--- src/rtl/lighting_pkg.sv ---
// rtl/lighting_pkg.sv - shared colour constants, FSM states and colour helpers for lighting_ctrl
package lighting_pkg;

    localparam logic [2:0] COLOUR_MIN = 3'b001;
    localparam logic [2:0] COLOUR_MAX = 3'b110;
    localparam logic [2:0] STEP_LIMIT = 3'd6;

    typedef enum logic [2:0] {
        IDLE,
        CHECK,
        STEP,
        VERIFY,
        AUTO
    } state_t;

    function automatic logic [2:0] next_colour(input logic [2:0] c);
        return (c == COLOUR_MAX) ? COLOUR_MIN : c + 3'd1;
    endfunction

    function automatic logic colour_legal(input logic [2:0] c);
        return (c >= COLOUR_MIN) && (c <= COLOUR_MAX);
    endfunction

endpackage

--- src/rtl/lighting_ctrl_if.sv ---
// rtl/lighting_ctrl_if.sv - colour request handshake between requester and lighting_ctrl
interface lighting_ctrl_if;

    logic       req_valid;
    logic [2:0] req_colour;
    logic       req_ready;

    modport master (
        output req_valid,
        output req_colour,
        input  req_ready
    );

    modport slave (
        input  req_valid,
        input  req_colour,
        output req_ready
    );

endinterface

--- src/rtl/dwell_timer.sv ---
// rtl/dwell_timer.sv - idle dwell counter with terminal-count flag; a dwell of 0 behaves as 1
module dwell_timer #(
    parameter int W = 8
) (
    input  logic         clk,
    input  logic         rst,
    input  logic         i_en,
    input  logic         i_clr,
    input  logic [W-1:0] i_dwell,
    output logic         o_tc
);

    logic [W-1:0] r_cnt;
    logic [W-1:0] w_last;

    assign w_last = (i_dwell == '0) ? '0 : i_dwell - W'(1);
    // >= keeps the counter from running away if dwell is lowered mid-count
    assign o_tc   = (r_cnt >= w_last);

    always_ff @(posedge clk) begin
        if (!rst) begin
            r_cnt <= '0;
        end else if (i_clr) begin
            r_cnt <= '0;
        end else if (i_en) begin
            r_cnt <= o_tc ? '0 : r_cnt + W'(1);
        end
    end

endmodule

--- src/rtl/lighting_ctrl.sv ---
// rtl/lighting_ctrl.sv - steps the lighting block's button until its colour matches the request
module lighting_ctrl
    import lighting_pkg::*;
#(
    parameter int DWELL_W = 8
) (
    input  logic               clk,
    input  logic               rst,
    lighting_ctrl_if.slave     req,
    input  logic               i_auto_en,
    input  logic [DWELL_W-1:0] i_dwell,
    input  logic [2:0]         i_colour_in,
    output logic               o_button,
    output logic               o_busy,
    output logic               o_done,
    output logic               o_req_err,
    output logic               o_fault
);

    state_t     r_state, w_state_nxt;
    logic [2:0] r_target, w_target_nxt;
    logic [2:0] r_prev, w_prev_nxt;
    logic [2:0] r_cnt, w_cnt_nxt;
    logic       r_auto, w_auto_nxt;
    logic       r_fault, w_fault_nxt;
    logic       r_button, w_button_nxt;
    logic       r_busy, w_busy_nxt;
    logic       r_done, w_done_nxt;
    logic       r_req_err, w_err_nxt;
    logic       r_req_ready, w_ready_nxt;

    logic w_accept, w_dwell_en, w_dwell_clr, w_dwell_tc, w_auto_fire;
    logic w_hit, w_bad;

    assign w_accept    = req.req_valid & r_req_ready;
    assign w_dwell_en  = (r_state == IDLE) & i_auto_en & ~r_fault;
    assign w_dwell_clr = ~i_auto_en | w_accept;
    assign w_auto_fire = w_dwell_en & w_dwell_tc;
    assign w_hit       = (i_colour_in == r_target);
    assign w_bad       = (i_colour_in != next_colour(r_prev)) | ~colour_legal(i_colour_in);

    dwell_timer #(.W(DWELL_W)) u_dwell (
        .clk     (clk),
        .rst     (rst),
        .i_en    (w_dwell_en),
        .i_clr   (w_dwell_clr),
        .i_dwell (i_dwell),
        .o_tc    (w_dwell_tc)
    );

    always_ff @(posedge clk) begin
        if (!rst) begin
            r_state     <= IDLE;
            r_target    <= COLOUR_MIN;
            r_prev      <= COLOUR_MIN;
            r_cnt       <= '0;
            r_auto      <= 1'b0;
            r_fault     <= 1'b0;
            r_button    <= 1'b0;
            r_busy      <= 1'b0;
            r_done      <= 1'b0;
            r_req_err   <= 1'b0;
            r_req_ready <= 1'b1;
        end else begin
            r_state     <= w_state_nxt;
            r_target    <= w_target_nxt;
            r_prev      <= w_prev_nxt;
            r_cnt       <= w_cnt_nxt;
            r_auto      <= w_auto_nxt;
            r_fault     <= w_fault_nxt;
            r_button    <= w_button_nxt;
            r_busy      <= w_busy_nxt;
            r_done      <= w_done_nxt;
            r_req_err   <= w_err_nxt;
            r_req_ready <= w_ready_nxt;
        end
    end

    // VERIFY folds the CHECK decision in so each step costs two cycles
    always_comb begin
        w_state_nxt  = r_state;
        w_target_nxt = r_target;
        w_prev_nxt   = r_prev;
        w_cnt_nxt    = r_cnt;
        w_auto_nxt   = r_auto;
        w_fault_nxt  = r_fault;
        w_button_nxt = 1'b0;
        w_done_nxt   = 1'b0;
        w_err_nxt    = 1'b0;
        case (r_state)
            IDLE: begin
                if (w_accept) begin
                    if (colour_legal(req.req_colour)) begin
                        w_target_nxt = req.req_colour;
                        w_cnt_nxt    = '0;
                        w_auto_nxt   = 1'b0;
                        w_state_nxt  = CHECK;
                    end else begin
                        w_err_nxt = 1'b1;
                    end
                end else if (w_auto_fire) begin
                    w_auto_nxt   = 1'b1;
                    w_button_nxt = 1'b1;
                    w_state_nxt  = AUTO;
                end
            end
            CHECK: begin
                if (w_hit) begin
                    w_done_nxt  = 1'b1;
                    w_state_nxt = IDLE;
                end else if (r_cnt == STEP_LIMIT) begin
                    w_fault_nxt = 1'b1;
                    w_state_nxt = IDLE;
                end else begin
                    w_button_nxt = 1'b1;
                    w_state_nxt  = STEP;
                end
            end
            STEP: begin
                w_prev_nxt  = i_colour_in;
                w_cnt_nxt   = r_cnt + 3'd1;
                w_state_nxt = VERIFY;
            end
            AUTO: begin
                w_prev_nxt  = i_colour_in;
                w_state_nxt = VERIFY;
            end
            VERIFY: begin
                if (w_bad) begin
                    w_fault_nxt = 1'b1;
                    w_state_nxt = IDLE;
                end else if (r_auto) begin
                    w_state_nxt = IDLE;
                end else if (w_hit) begin
                    w_done_nxt  = 1'b1;
                    w_state_nxt = IDLE;
                end else if (r_cnt == STEP_LIMIT) begin
                    w_fault_nxt = 1'b1;
                    w_state_nxt = IDLE;
                end else begin
                    w_button_nxt = 1'b1;
                    w_state_nxt  = STEP;
                end
            end
            default: w_state_nxt = IDLE;
        endcase
        w_ready_nxt = (w_state_nxt == IDLE) && !w_fault_nxt;
        w_busy_nxt  = (w_state_nxt == CHECK) || (w_state_nxt == STEP) ||
                      ((w_state_nxt == VERIFY) && !w_auto_nxt);
    end

    assign req.req_ready = r_req_ready;
    assign o_button      = r_button;
    assign o_busy        = r_busy;
    assign o_done        = r_done;
    assign o_req_err     = r_req_err;
    assign o_fault       = r_fault;

endmodule
--- src/flat_wrapper.sv ---
// flat-port wrapper written by rule: the top's interface ports become plain ports
module lighting_ctrl_flat import lighting_pkg::*;
#(
    parameter int DWELL_W = 8
)
  (clk, rst, i_auto_en, i_dwell, i_colour_in, o_button, o_busy, o_done, o_req_err, o_fault, req_req_valid, req_req_colour, req_req_ready);
  lighting_ctrl_if req_i ();
  input  logic clk;
  input  logic rst;
  input  logic i_auto_en;
  input  logic [DWELL_W-1:0] i_dwell;
  input  logic [2:0] i_colour_in;
  output logic o_button;
  output logic o_busy;
  output logic o_done;
  output logic o_req_err;
  output logic o_fault;
  input wire logic [$bits(req_i.req_valid)-1:0] req_req_valid;
  input wire logic [$bits(req_i.req_colour)-1:0] req_req_colour;
  output wire logic [$bits(req_i.req_ready)-1:0] req_req_ready;
  assign req_i.req_valid = req_req_valid;
  assign req_i.req_colour = req_req_colour;
  assign req_req_ready = req_i.req_ready;
  lighting_ctrl #(.DWELL_W(DWELL_W)) u_core (.clk(clk), .rst(rst), .req(req_i), .i_auto_en(i_auto_en), .i_dwell(i_dwell), .i_colour_in(i_colour_in), .o_button(o_button), .o_busy(o_busy), .o_done(o_done), .o_req_err(o_req_err), .o_fault(o_fault));
endmodule
--- config.mk ---
export PLATFORM = sky130hd
export DESIGN_NAME = lighting_ctrl_flat
export DESIGN_NICKNAME = d
export VERILOG_FILES = /design/src/rtl/lighting_pkg.sv /design/src/rtl/lighting_ctrl_if.sv /design/src/rtl/dwell_timer.sv /design/src/rtl/lighting_ctrl.sv /design/src/flat_wrapper.sv
export SDC_FILE = /design/constraint.sdc
export NUM_CORES = 1
export LEC_CHECK = 0
export ABC_AREA = 1
export BUFFER_PORTS_ARGS = -buffer_cell sky130_fd_sc_hd__buf_2
export CAP_MARGIN = 10
export CORE_ASPECT_RATIO = 0.75
export CORE_MARGIN = 5
export CORE_UTILIZATION = 61
export DETAILED_ROUTE_END_ITERATION = 10
export PLACE_DENSITY_LB_ADDON = 0.15
export SYNTH_ARGS = -nofsm -noshare
export SYNTH_HDL_FRONTEND = slang
export SYNTH_SLANG_ARGS = --single-unit
export TNS_END_PERCENT = 100
--- constraint.sdc ---
create_clock -name clk -period 3.65 [get_ports clk]
set_clock_uncertainty 0.15 [all_clocks]
set_input_delay 0.5475 -clock clk [delete_from_list [all_inputs] [get_ports clk]]
set_output_delay 0.5475 -clock clk [all_outputs]
set_load 0.01 [all_outputs]
==> flow_metrics.env <==
export IMPL_status="complete, no violations"
export IMPL_drive_above_1_share=0.1753
export IMPL_path_common_cell="nand2_1"
export IMPL_initial_core_util=0.6507
export IMPL_worstPathArrival_ns=2.81
export IMPL_synth_nets=295
export IMPL_grt_pass1_wl_um=6320
export IMPL_synth_top_cell_area_share=0.3097
export IMPL_gp_congestion=0.8505
export IMPL_cp_max_fo=7
export IMPL_startpoint="i_dwell[0]"
export IMPL_clk_pin_slew_worst_paths_ns=0.09
export IMPL_synth_area_um2=1745
export IMPL_fin_cells=327
export IMPL_crit_end="u_core.u_dwell.r_cnt[2]"
export IMPL_clock_latency_ns=0.27
export IMPL_combPwrFrac=0.291
export IMPL_yosysUniqueCellTypes=31
export IMPL_rrSetupSlack_ns=1.78
export IMPL_reg2reg_depth=11
export IMPL_reg2reg_to="u_core.u_dwell.r_cnt[2]"
export IMPL_syn_inst=265
export IMPL_synth_main_ff_cell="dfxtp_1"
export IMPL_final_antenna_net_count=0
export IMPL_final_hold_viol_count=0
export IMPL_dieArea_um2=4042
export IMPL_post_cts_buffers=0
export IMPL_cts_hold_buf=0
export IMPL_finalSetupViolCount=0
export IMPL_fmax_ghz=0.3617
export IMPL_track_usage=0.1913
export IMPL_numCtsBuffers=3
export IMPL_path_cells="buf_2 -> inv_1 -> ha_1 -> nand2_1 -> inv_1 -> nand2_1 -> nor3_1 -> or2_2 -> ha_1 -> nand2_1 -> nand3_1 -> nand2_1 -> nand2_1 -> nand2_1 -> nand2_1 -> nand2_1 -> nand2_1 -> nor3b_1"
export IMPL_ys_ff_latch=27
export IMPL_viasPerCell=4.960
export IMPL_hp_class="flip-flop to flip-flop"
export IMPL_hold_ws_ns=0.3344
export IMPL_p_sw_uw=241.5
export IMPL_finalInstanceArea_um2=1946
export IMPL_critical_path_endpoint_type="flip-flop"
export IMPL_drt_wl_total_um=3470
export IMPL_dp_cells=323
export IMPL_antennaDiodeCount=0
export IMPL_antenna_found_initial=0
export IMPL_min_period_over_period=0.7576
export IMPL_worstReg2RegStart="u_core.u_dwell.r_cnt[0]"
export IMPL_critPathSlowestCell="nor3_1"
export IMPL_ctsResizeCount=0
export IMPL_p_seq_frac=0.472
export IMPL_areaGrowthSynthToFinish_pct=11.47
export IMPL_p_int_uw=473.4
export IMPL_grt_max_degree=15
export IMPL_synth_edff_count=0
export IMPL_ys_async_sr_fraction=0
export IMPL_post_drt_wl_per_cell_um=10.61
export IMPL_cts_sinks=27
export IMPL_synthTopCellsByArea="dfxtp_1 (31%), nand2_1 (15%), ha_1 (8.6%), inv_1 (8.0%), nand3_1 (6.0%)"
export IMPL_place_hpwl_um=2922
export IMPL_cpPeakStageDelay_ns=0.34
export IMPL_num_vias=1622
export IMPL_clockBufferDepth=2
export IMPL_synth_top_area_cell="dfxtp_1"
export IMPL_fillers=239
export IMPL_required_ns=3.69
export IMPL_drv_slew=0
export IMPL_max_slew_worst_pin_slew_ns=0.4077
export IMPL_crit_type="primary input to flip-flop"
export IMPL_ctsRootBufferMaster="clkbuf_8"
export IMPL_p_per_area_nw_per_um2=367.5
export IMPL_fin_nets=322
export IMPL_grt_overflow=0
export IMPL_rsz0062_at_grt="no"
export IMPL_fp_dieH_um=56.33
export IMPL_dr_first_iter_drc_count=84
export IMPL_grt_pass1_vias=1480
export IMPL_core_area_um2=2683
export IMPL_drc=0
export IMPL_placementRows=16
export IMPL_synth_avg_cell_area_um2=6.587
export IMPL_vdd_ir_drop_max_mv=0.2663
export IMPL_ys_seq_area_frac=0.3097
export IMPL_die_w_um=71.77
export IMPL_layout_min_cycle_time_ns=2.765
export IMPL_clockPowerShare=0.236
export IMPL_cap_violations=0
export IMPL_pin_count=24
export IMPL_drt_first_pass_iters=4
export IMPL_yosysMostFrequentCell="nand2_1"
export IMPL_io_buffers=23
export IMPL_cts_tree="yes"
export IMPL_switching_share=0.3378
export IMPL_post_dp_cell_area_um2=1901
export IMPL_ys_top_cells_by_count="nand2_1 (68), inv_1 (37), nor2_1 (28)"
export IMPL_cp_start_kind="primary input"
export IMPL_ys_warn_count=0
export IMPL_setup_tns_ns=0
export IMPL_p_leak_uw=0.001019
export IMPL_maxSlewHeadroom=0.7261
export IMPL_cts_max_level=1
-- critical path: cells and delay by family --
kind,cells,cell delay (ns)
and+or+nand+nor,13,1.59
buffers and inverters,3,0.24
adders and majority gates,2,0.41
-- worst min-delay path by stage --
stage,cells after the start,start,endpoint,slack [ns]
final,2,u_core.u_dwell.r_cnt[7],u_core.u_dwell.r_cnt[7],0.33
after global routing,2,u_core.r_auto,u_core.r_auto,0.37
after CTS,2,u_core.u_dwell.r_cnt[7],u_core.u_dwell.r_cnt[7],0.34
after detailed placement,2,u_core.u_dwell.r_cnt[7],u_core.u_dwell.r_cnt[7],0.32
after global placement,2,u_core.u_dwell.r_cnt[7],u_core.u_dwell.r_cnt[7],0.32
after floorplan,2,u_core.u_dwell.r_cnt[7],u_core.u_dwell.r_cnt[7],0.30
-- routing by layer --
metal | part of all wire | GRT usage
met5 | 0 | 0
met4 | 0.0040 | 0.02145
met3 | 0.041 | 0.04813
met2 | 0.40 | 0.2880
met1 | 0.55 | 0.2829
-- placed cells by master, fill, tap and decap left out --
cell	netlist	routed
a21oi_1	16	16
clkbuf_8	0	3
nand3_4	1	1
nor2_2	2	2
nor2_4	2	2
nor3_4	1	1
nand2_1	68	68
nand2_2	1	1
nor3b_1	2	2
inv_2	9	9
o21ai_0	9	9
clkbuf_1	0	1
a31oi_1	1	1
ha_1	12	12
dfxtp_1	27	27
or2_0	1	1
xnor2_1	3	3
inv_1	37	37
nand4_1	2	2
buf_2	1	23
and3_1	2	2
nor3_2	1	1
nand3_1	21	21
nand3_2	2	2
nor3_1	5	5
nand2_4	1	1
o21ai_2	1	1
nand3b_1	1	1
o21ai_1	2	2
o21a_1	1	1
or2_2	4	4
nor2_1	28	28
o211ai_1	1	1
-- final cells by class --
| type | count | area (um^2) | share of cell area |
|---|---|---|---|
| Multi-Input combinational cell | 191 | 1027 | 0.5280 |
| Sequential cell | 27 | 540.5 | 0.2778 |
| Inverter | 46 | 172.7 | 0.08875 |
| Timing Repair Buffer | 23 | 115.1 | 0.05916 |
| Clock buffer | 4 | 45.04 | 0.02315 |
| Tap cell | 36 | 45.04 | 0.02315 |
-- logic make-up after synthesis --
family,Yosys count,synth area share
simple gates,145,0.3928
buf+inv,47,0.1018
compound gates,31,0.09463
flops,27,0.3097
fa+ha+maj,12,0.08602
xor+xnor,3,0.01506
-- metrics by stage --
stage / setup WS [ns] / utilization / total power, uW
after floorplan: 1.146 / - / 496.2
after global placement: 0.7822 / 0.7085 / 547.7
after detailed placement: 0.6427 / 0.7085 / 552.6
after CTS: 0.9233 / 0.7253 / 721.0
after global routing: 0.5627 / 0.7253 / 766.4
final: 0.8849 / 0.7253 / 715.0
-- state kept, by name (all words and copies together), names as in the netlist --
register              count
u_core.u_dwell.r_cnt      8
u_core.o_button           1
u_core.r_target           3
u_core.o_done             1
u_core.r_cnt              3
u_core.o_fault            1
u_core.r_state            3
u_core.o_req_err          1
u_core.req.req_ready      1
u_core.r_auto             1
u_core.o_busy             1
u_core.r_prev             3
-- power by group through the flow --
stage          Clock, uW  Combinational (uW)  Sequential [uW]
2_1_floorplan          0                 150              346
3_3_place_gp           0                 203              344
3_5_place_dp           0                 208              345
4_1_cts              174                 209              338
5_1_grt              185                 240              342
6_report             169                 208              338
(Power assumes the default switching activity.)
